==> src/rtl/fetch_stage.sv <==
// Instruction-fetch stage: owns the PC, runs the one-outstanding-request instruction bus
// handshake and registers the fetched word into the fields consumed by decode.
module fetch_stage #(
    parameter logic [31:0] RESET_PC = 32'hBFC00000
) (
    input  logic        clk_i,
    input  logic        resetn_i,
    input  logic [31:0] f_nextpc_i,
    input  logic        f_indelayslot_i,
    input  logic        d_stall_i,
    input  logic        flush_i,
    output logic        inst_req_o,
    output logic [31:0] inst_addr_o,
    input  logic        inst_addr_ok_i,
    input  logic        inst_data_ok_i,
    input  logic [31:0] inst_rdata_i,
    output logic [31:0] f_nowpc_o,
    output logic [31:0] f_pcplus4_o,
    output logic [31:0] ftod_pc_o,
    output logic [31:0] ftod_pcplus4_o,
    output logic [31:0] ftod_instr_o,
    output logic        ftod_addr_err_if_o,
    output logic        ftod_in_delay_slot_o,
    output logic        ftod_is_instr_o
);

    // state   | meaning
    // REQ     | request pc (or report a misaligned pc as error data)
    // WAIT    | request accepted, waiting for data_ok
    // HOLD    | word captured while decode stalls
    // DISCARD | flushed request outstanding, drop its response
    typedef enum logic [1:0] {S_REQ, S_WAIT, S_HOLD, S_DISCARD} state_t;

    state_t      state_q, state_d;
    logic [31:0] pc_q, pc_d;
    logic [31:0] buf_q, buf_d;
    logic [31:0] ftod_pc_q, ftod_pc_d;
    logic [31:0] ftod_pcplus4_q, ftod_pcplus4_d;
    logic [31:0] ftod_instr_q, ftod_instr_d;
    logic        ftod_err_q, ftod_err_d;
    logic        ftod_ds_q, ftod_ds_d;
    logic        ftod_is_q, ftod_is_d;

    logic        misaligned;
    logic        have_data;
    logic [31:0] fetch_data;
    logic        handoff;

    always_ff @(posedge clk_i or negedge resetn_i) begin
        if (!resetn_i) state_q <= S_REQ;
        else           state_q <= state_d;
    end

    always_comb begin
        state_d = state_q;
        if (flush_i) begin
            case (state_q)
                S_REQ:             state_d = (inst_req_o && inst_addr_ok_i) ? S_DISCARD : S_REQ;
                S_WAIT, S_DISCARD: state_d = inst_data_ok_i ? S_REQ : S_DISCARD;
                default:           state_d = S_REQ;
            endcase
        end else begin
            case (state_q)
                S_REQ:     if (inst_req_o && inst_addr_ok_i) state_d = S_WAIT;
                S_WAIT:    if (inst_data_ok_i) state_d = d_stall_i ? S_HOLD : S_REQ;
                S_HOLD:    if (!d_stall_i) state_d = S_REQ;
                S_DISCARD: if (inst_data_ok_i) state_d = S_REQ;
                default:   state_d = S_REQ;
            endcase
        end
    end

    // A misaligned pc never reaches the bus; it is delivered as a zero word flagged as an error.
    always_comb begin
        misaligned = (pc_q[1:0] != 2'b00);
        inst_req_o = resetn_i && (state_q == S_REQ) && !misaligned;
        have_data  = 1'b0;
        fetch_data = 32'h0;
        case (state_q)
            S_REQ:   have_data = misaligned;
            S_WAIT: begin
                have_data  = inst_data_ok_i;
                fetch_data = inst_rdata_i;
            end
            S_HOLD: begin
                have_data  = 1'b1;
                fetch_data = buf_q;
            end
            default: have_data = 1'b0;
        endcase
        handoff = have_data && !d_stall_i && !flush_i;
    end

    always_comb begin
        pc_d           = pc_q;
        buf_d          = buf_q;
        ftod_pc_d      = ftod_pc_q;
        ftod_pcplus4_d = ftod_pcplus4_q;
        ftod_instr_d   = ftod_instr_q;
        ftod_err_d     = ftod_err_q;
        ftod_ds_d      = ftod_ds_q;
        ftod_is_d      = ftod_is_q;
        if (flush_i || handoff) pc_d = f_nextpc_i;
        if (flush_i) begin
            buf_d        = 32'h0;
            ftod_is_d    = 1'b0;
            ftod_instr_d = 32'h0;
            ftod_err_d   = 1'b0;
        end else if (handoff) begin
            ftod_pc_d      = pc_q;
            ftod_pcplus4_d = pc_q + 32'd4;
            ftod_instr_d   = fetch_data;
            ftod_err_d     = misaligned;
            ftod_ds_d      = f_indelayslot_i;
            ftod_is_d      = 1'b1;
        end else if (!d_stall_i) begin
            ftod_is_d    = 1'b0;
            ftod_instr_d = 32'h0;
            ftod_err_d   = 1'b0;
        end else if (state_q == S_WAIT && inst_data_ok_i) begin
            buf_d = inst_rdata_i;
        end
    end

    always_ff @(posedge clk_i or negedge resetn_i) begin
        if (!resetn_i) begin
            pc_q           <= RESET_PC;
            buf_q          <= 32'h0;
            ftod_pc_q      <= 32'h0;
            ftod_pcplus4_q <= 32'h0;
            ftod_instr_q   <= 32'h0;
            ftod_err_q     <= 1'b0;
            ftod_ds_q      <= 1'b0;
            ftod_is_q      <= 1'b0;
        end else begin
            pc_q           <= pc_d;
            buf_q          <= buf_d;
            ftod_pc_q      <= ftod_pc_d;
            ftod_pcplus4_q <= ftod_pcplus4_d;
            ftod_instr_q   <= ftod_instr_d;
            ftod_err_q     <= ftod_err_d;
            ftod_ds_q      <= ftod_ds_d;
            ftod_is_q      <= ftod_is_d;
        end
    end

    assign inst_addr_o          = pc_q;
    assign f_nowpc_o            = pc_q;
    assign f_pcplus4_o          = pc_q + 32'd4;
    assign ftod_pc_o            = ftod_pc_q;
    assign ftod_pcplus4_o       = ftod_pcplus4_q;
    assign ftod_instr_o         = ftod_instr_q;
    assign ftod_addr_err_if_o   = ftod_err_q;
    assign ftod_in_delay_slot_o = ftod_ds_q;
    assign ftod_is_instr_o      = ftod_is_q;

endmodule

==> config.mk <==
export PLATFORM = sky130hd
export DESIGN_NAME = fetch_stage
export DESIGN_NICKNAME = d
export VERILOG_FILES = /design/src/rtl/fetch_stage.sv
export SDC_FILE = /design/constraint.sdc
export NUM_CORES = 1
export LEC_CHECK = 0
export BUFFER_PORTS_ARGS = -buffer_cell sky130_fd_sc_hd__buf_4
export CAP_MARGIN = 20
export CORE_MARGIN = 2
export CORE_UTILIZATION = 45
export DETAILED_ROUTE_END_ITERATION = 12
export PLACE_DENSITY = 0.74
export SLEW_MARGIN = 20
export SYNTH_ARGS = -nofsm -noshare
export SYNTH_HDL_FRONTEND = slang
export SYNTH_SLANG_ARGS = --single-unit
==> constraint.sdc <==
create_clock -name clk_i -period 2.6 [get_ports clk_i]
set_input_delay 0.13 -clock clk_i [delete_from_list [all_inputs] [get_ports clk_i]]
set_output_delay 0.13 -clock clk_i [all_outputs]
set_load 0.005 [all_outputs]
### Word level (Yosys, flattened, before mapping)

Index checks and enable logic that the tools add are counted.

| storage, ports and cells | value |
|---|---|
| input port bits | 71 |
| flip-flop bits (word level) | 165 |
| output and inout bits | 196 |
| logic and storage cells | 62 |

| cells by class | value |
|---|---|
| multiplexer cells | 24 |
| $add $sub $neg | 1 |
| reduce and logical (&&, ||, !) cells | 18 |
| bitwise gates (word level) | 1 |
| equal/unequal tests | 9 |

Operators with widths:

| operator | number |
|---|---|
| $mux W32 | 7 |
| $pmux W32 S2 | 1 |
| $add A32 B3 Y32 const B | 1 |
| $mux W2 | 8 |
| $ne A3 B3 Y1 const B | 4 |
| $pmux W2 S4 | 1 |
| $logic_and A1 B1 Y1 | 6 |
| $reduce_bool A2 Y1 | 3 |
| $mux W1 | 5 |
| $eq A2 B2 Y1 const B | 2 |
| $pmux W2 S2 | 1 |
| $reduce_and A4 Y1 | 1 |
| $logic_not A1 Y1 | 3 |
| $ne A3 B1 Y1 const B | 1 |
| $pmux W1 S3 | 1 |
| $reduce_and A3 Y1 | 1 |
| $eq A2 B1 Y1 const B | 1 |
| $logic_not A2 Y1 | 1 |
| $ne A2 B2 Y1 const B | 1 |
| $reduce_and A2 Y1 | 1 |
| $reduce_or A2 Y1 | 1 |
| $logic_or A1 B1 Y1 | 1 |
| $not A1 Y1 | 1 |

### Logic depth before layout (Yosys ltp)

| depth | value |
|---|---|
| word-level depth | 7 |
| gate-level depth with buffers | 8 |
| depth with buffers taken out | 6 |

### Worst setup path before layout

No wires, ideal clock.

| timing | value |
|---|---|
| path type | reg2reg |
| from | reg state_q[0] |
| to | reg ftod_pc_q[31], in the netlist ftod_pc_o[31] |
| required time | 2.475 ns |
| stages on the path, launching flop included | 8 |
| arrival | 2.082 ns |
| clock period less this slack | 2.207 ns |
| setup slack | 0.393 ns |
| path buffers | 2 |
| path through | dfrtp_1 inv_1 ha_1 clkbuf_1 a21oi_1 a2111oi_4 buf_2 mux2_2 |

| on the way | value |
|---|---|
| cells in the longest elaborated chain, start to end | 5 |
| elaborated cells between the ends (all ways) | 7 |
| classes of those cells | 2 x eq/ne; 1 x mux; 4 x reduce/logical |

Ends and longest elaborated chain:

| element | RTL line | text |
|---|---|---|
| start: declaration | 34 | `state_t state_q, state_d;` |
| start signal: assignment | 51 | `else state_q <= state_d;` |
| $eq A2 B2 Y1, or another cell as far along | 79 | `case (state_q)` |
| $pmux W1 S3 * | 79 |  |
| $logic_and A1 B1 Y1 * (2 in a row) | 91 | `handoff = have_data && !d_stall_i && !flush_i;` |
| $reduce_and A2 Y1 (no source line) * | -- |  |
| end signal: assignment | 138 | `ftod_pc_q <= ftod_pc_d;` |
| end: declaration | 37 | `logic [31:0] ftod_pc_q, ftod_pc_d;` |

Mark *: on every way between the ends. The rest lies on a longest branch, timed or not.
A chain may end at the register's enable or synchronous reset.

### Worst setup path after layout

| timing | value |
|---|---|
| from | reg pc_q[9], in the netlist f_nowpc_o[9] |
| to | out f_pcplus4_o[27] |

| on the way | value |
|---|---|
| cells in the longest elaborated chain, start to end | 1 |

Ends and longest elaborated chain:

| element | RTL line | text |
|---|---|---|
| start: declaration | 35 | `logic [31:0] pc_q, pc_d;` |
| start signal: assignment | 136 | `pc_q <= pc_d;` |
| $add A32 B3 Y32 | 149 | `assign f_pcplus4_o = pc_q + 32'd4;` |
| end: declaration | 18 | `output logic [31:0] f_pcplus4_o,` |

Every way passes these cells.

==> flow_summary.ini <==
[outcome]
result_of_the_run = finished clean

[power_and_ir_drop]
net_sw_share_pct = 32.6
clkPwrFrac_pct = 23.5
vdd.ir_drop.worst_uv = 478
share_comb_of_total_power_pct = 38.1
leakagePower_nw = 4.85
total_power_of_the_final_layout_mw = 10.5
p_switching_mw = 3.43
power_density_nw_per_um2 = 996
power_report.internal_total_mw = 7.08
p_seq_share_pct = 38.5

[routing]
route.final.wire_length_um = 21200
via_per_inst = 5.47
dr.first_iter.drc_count = 305
drt-pass1-iter-count = 5
drt-wirelength-per-cell_um = 18.6
drc = 0
route.antenna.remaining_nets = 0
routed-via-count = 6221

[timing]
hold_viol_final = 0
slew_headroom_pct = 42.4
worst_clock_skew_ps = 10.2
setup_repair_after_global_routing_missed_its_margin = no
finalMaxSlewViolations = 0
layout_min_cycle_time_ps = 2460
tightest_pin_transition_ps = 864
finalSetupViolations = 0
finalSetupTns_ps = 0
max_freq_mhz = 406
post-route-period-util_pct = 94.7

[clocking]
clk-insertion-delay-late_ps = 420
root_buffer = clkbuf_16
numCtsBuffers = 17
cts.path.max_buffers = 2
tritoncts_num_sinks = 163
cts_tree = yes
clk_pin_slew_worst_paths_ps = 60
cts_htree_levels = 4

[setup_path]
cp-end-kind = output port
category_of_the_most_critical_setup_path = flop to output port
cp-start-kind = flop
cpPeakStageDelay_ps = 530
cp.arrival_ps = 2330
worstPathBufferInverterCount = 2
worst_r2r_startpoint = state_q[0]
worstPathCellList = and3_1 > nand4_1 > buf_4 > or4_1 > nand2_1 > buf_4
regToRegSetupSlack_ps = 310
cpMaxStageDelayCell = dfrtp_1
cp_max_fo = 13
regToRegEndpoint = ftod_pc_o[16]
worst-r2r-cell-count = 6
cp_data_required_time_ps = 2470
critPathTopFamily = simple AND/OR/NAND/NOR gates
timing.critical_path.mode_cell = buf_4

[min_path]
worstHoldEndpoint = ftod_instr_o[1]
worstHoldPathType = input port to flop
worst_hold_path_stage_count = 4
holdCritStartpoint = flush_i

[placed_design]
buffer_ports.inserted = 266
dpl-instance-area_um2 = 9290
routabilityCongestion = 0.837
post-dp-hpwl_um = 14100
place.detailed.instances = 1039

[synth]
synth.cell_area_um2 = 7310
synth_common_cells = dfrtp_1, mux2_2, nand2_1
cell_type_contributing_the_most_total_cell_area_after_synthesis = dfrtp_1
synthArstFlopShare_pct = 100
postSynth.topFlopCell = dfrtp_1
synth.net_count = 698
yosys.area.top_type_share_pct = 52.7
synth_cells = 620
synth-seq-cells = 163
synth.area.top_cells = dfrtp_1, mux2_2, a22o_1
synth-seq-area-share_pct = 56.0
yosys.cell_types.count = 36
synth-edff-count = 0
synthesis.yosys.warnings = 0
synth.most_common_cell = dfrtp_1
synth_area_per_cell_um2 = 11.8

[die]
floorplan.rows = 46
floorplan.die.height_um = 131
design.die.area_um2 = 17300
num_io_pins = 267
die_x_um = 131
placeableCoreArea_um2 = 15900
initial_utilization_pct = 46.0

[layout]
insertedDiodeCount = 0
final_cell_area_um2 = 10500
layoutNonFillerInstCount = 1137
syn2layout_area_growth_pct = 44.4
drive_above_1_share_pct = 44.1
utilization_pct = 66.4
fin_nets = 986

[global_route]
grt_start_max_net_pins = 164
gr-total-overflow = 0
grt.total_usage_pct = 24.3
first_global_vias = 6341
grt_first_pass_wirelength_um = 33600
antenna_found_initial = 0

[job]
cap_viol_max_count = 0
state kept, by name (all words and copies together) (netlist names):
signal and count:
ftod_pcplus4_o 30, ftod_is_instr_o 1, f_nowpc_o 32, ftod_addr_err_if_o 1, ftod_instr_o 32, state_q 2, buf_q 32, ftod_in_delay_slot_o 1
ftod_pc_o 32
tightest hold or removal path, cell delays in order:
cell and delay [ps]:
buf_4 150, nor2b_2 90, nand2_1 70, o21ai_1 50
placed cells by master, fill, tap and decap left out, drive strengths merged, types with 2 or more instances in the layout:
cell type      n
dfrtp        154
or3            5
nor2          18
o21ai         41
and4           4
a21oi          2
nand2         61
a22oi         32
nand4         14
a22o          32
clkbuf        24
ha             7
and3           8
o31ai         11
buf          280
inv            4
mux2          81
clkinvlp       3
nand3          8
a31oi         17
or4           11
clkinv         3
xnor2         11
bufinv         2
dlygate4sd3   66
and2           3
dfstp          9
worst max-delay path by stage:
stage	cells after the start	slack, ps	startpoint	end
2_1_floorplan	7	390	state_q[0]	ftod_pc_o[31]
3_3_place_gp	6	500	state_q[1]	ftod_in_delay_slot_o
3_5_place_dp	6	360	state_q[0]	ftod_pc_o[15]
4_1_cts	6	20	f_nowpc_o[3]	f_pcplus4_o[20]
5_1_grt	5	10	f_nowpc_o[16]	f_pcplus4_o[22]
6_report	6	140	f_nowpc_o[9]	f_pcplus4_o[27]
area by class of cell:
cell class	instances	area, um2
Fill cell	1175	5340
Sequential cell	163	4100
Timing Repair Buffer	346	2800
Multi-Input combinational cell	376	2780
Clock buffer	24	482
Tap cell	216	270
Clock inverter	8	101
Inverter	4	15.0
per-layer routing:
metal / up-vias / GRT usage [%] / wire (um)
li1: 2800 / - / -
met1: 3088 / 28.5 / 8270
met2: 295 / 42.9 / 11000
met3: 38 / 6.40 / 1530
met4: 0 / 8.94 / 395
met5: - / 0 / 0
cell families (layout without fill, tap and decap cells):
group                    count (synthesis)  after routing  share of synthesized area [%]
XOR/XNOR                                12             12                           1.44
adder cells (fa/ha/maj)                  7              7                           1.20
flip-flops                             163            163                           56.0
AND/OR/NAND/NOR                        135            135                           9.09
AO/OA/AOI/OAI                          141            141                           13.5
multiplexers                            81             81                           12.5
buffers and inverters                   81            382                           6.25
power groups by stage:
stage / logic [mW] / registers [mW] / clock network (mW)
finish: 4.00 / 4.04 / 2.47
global route: 4.28 / 4.14 / 2.64
CTS: 4.00 / 4.03 / 2.53
detailed placement: 3.91 / 4.07 / 0
global placement: 3.75 / 4.02 / 0
floorplan: 1.92 / 3.91 / 0
per-stage QoR:
stage / hold slack [ps] / setup slack, ps
CTS: 101 / 15.1
global route: 110 / 12.1
finish: 116 / 137
detailed placement: 364 / 358
floorplan: -166 / 393
global placement: 357 / 496
what timing repair did:
| item | CTS | global route |
|---|---|---|
| buffers inserted | 0 | 0 |
| setup endpoints to repair | 3 | 6 |
| resized for setup | 1 | 6 |
| hold buffers | 66 | 0 |
| endpoints found under the hold margin | 246 | 0 |
Note: power is estimated with default switching activity, not from simulation.
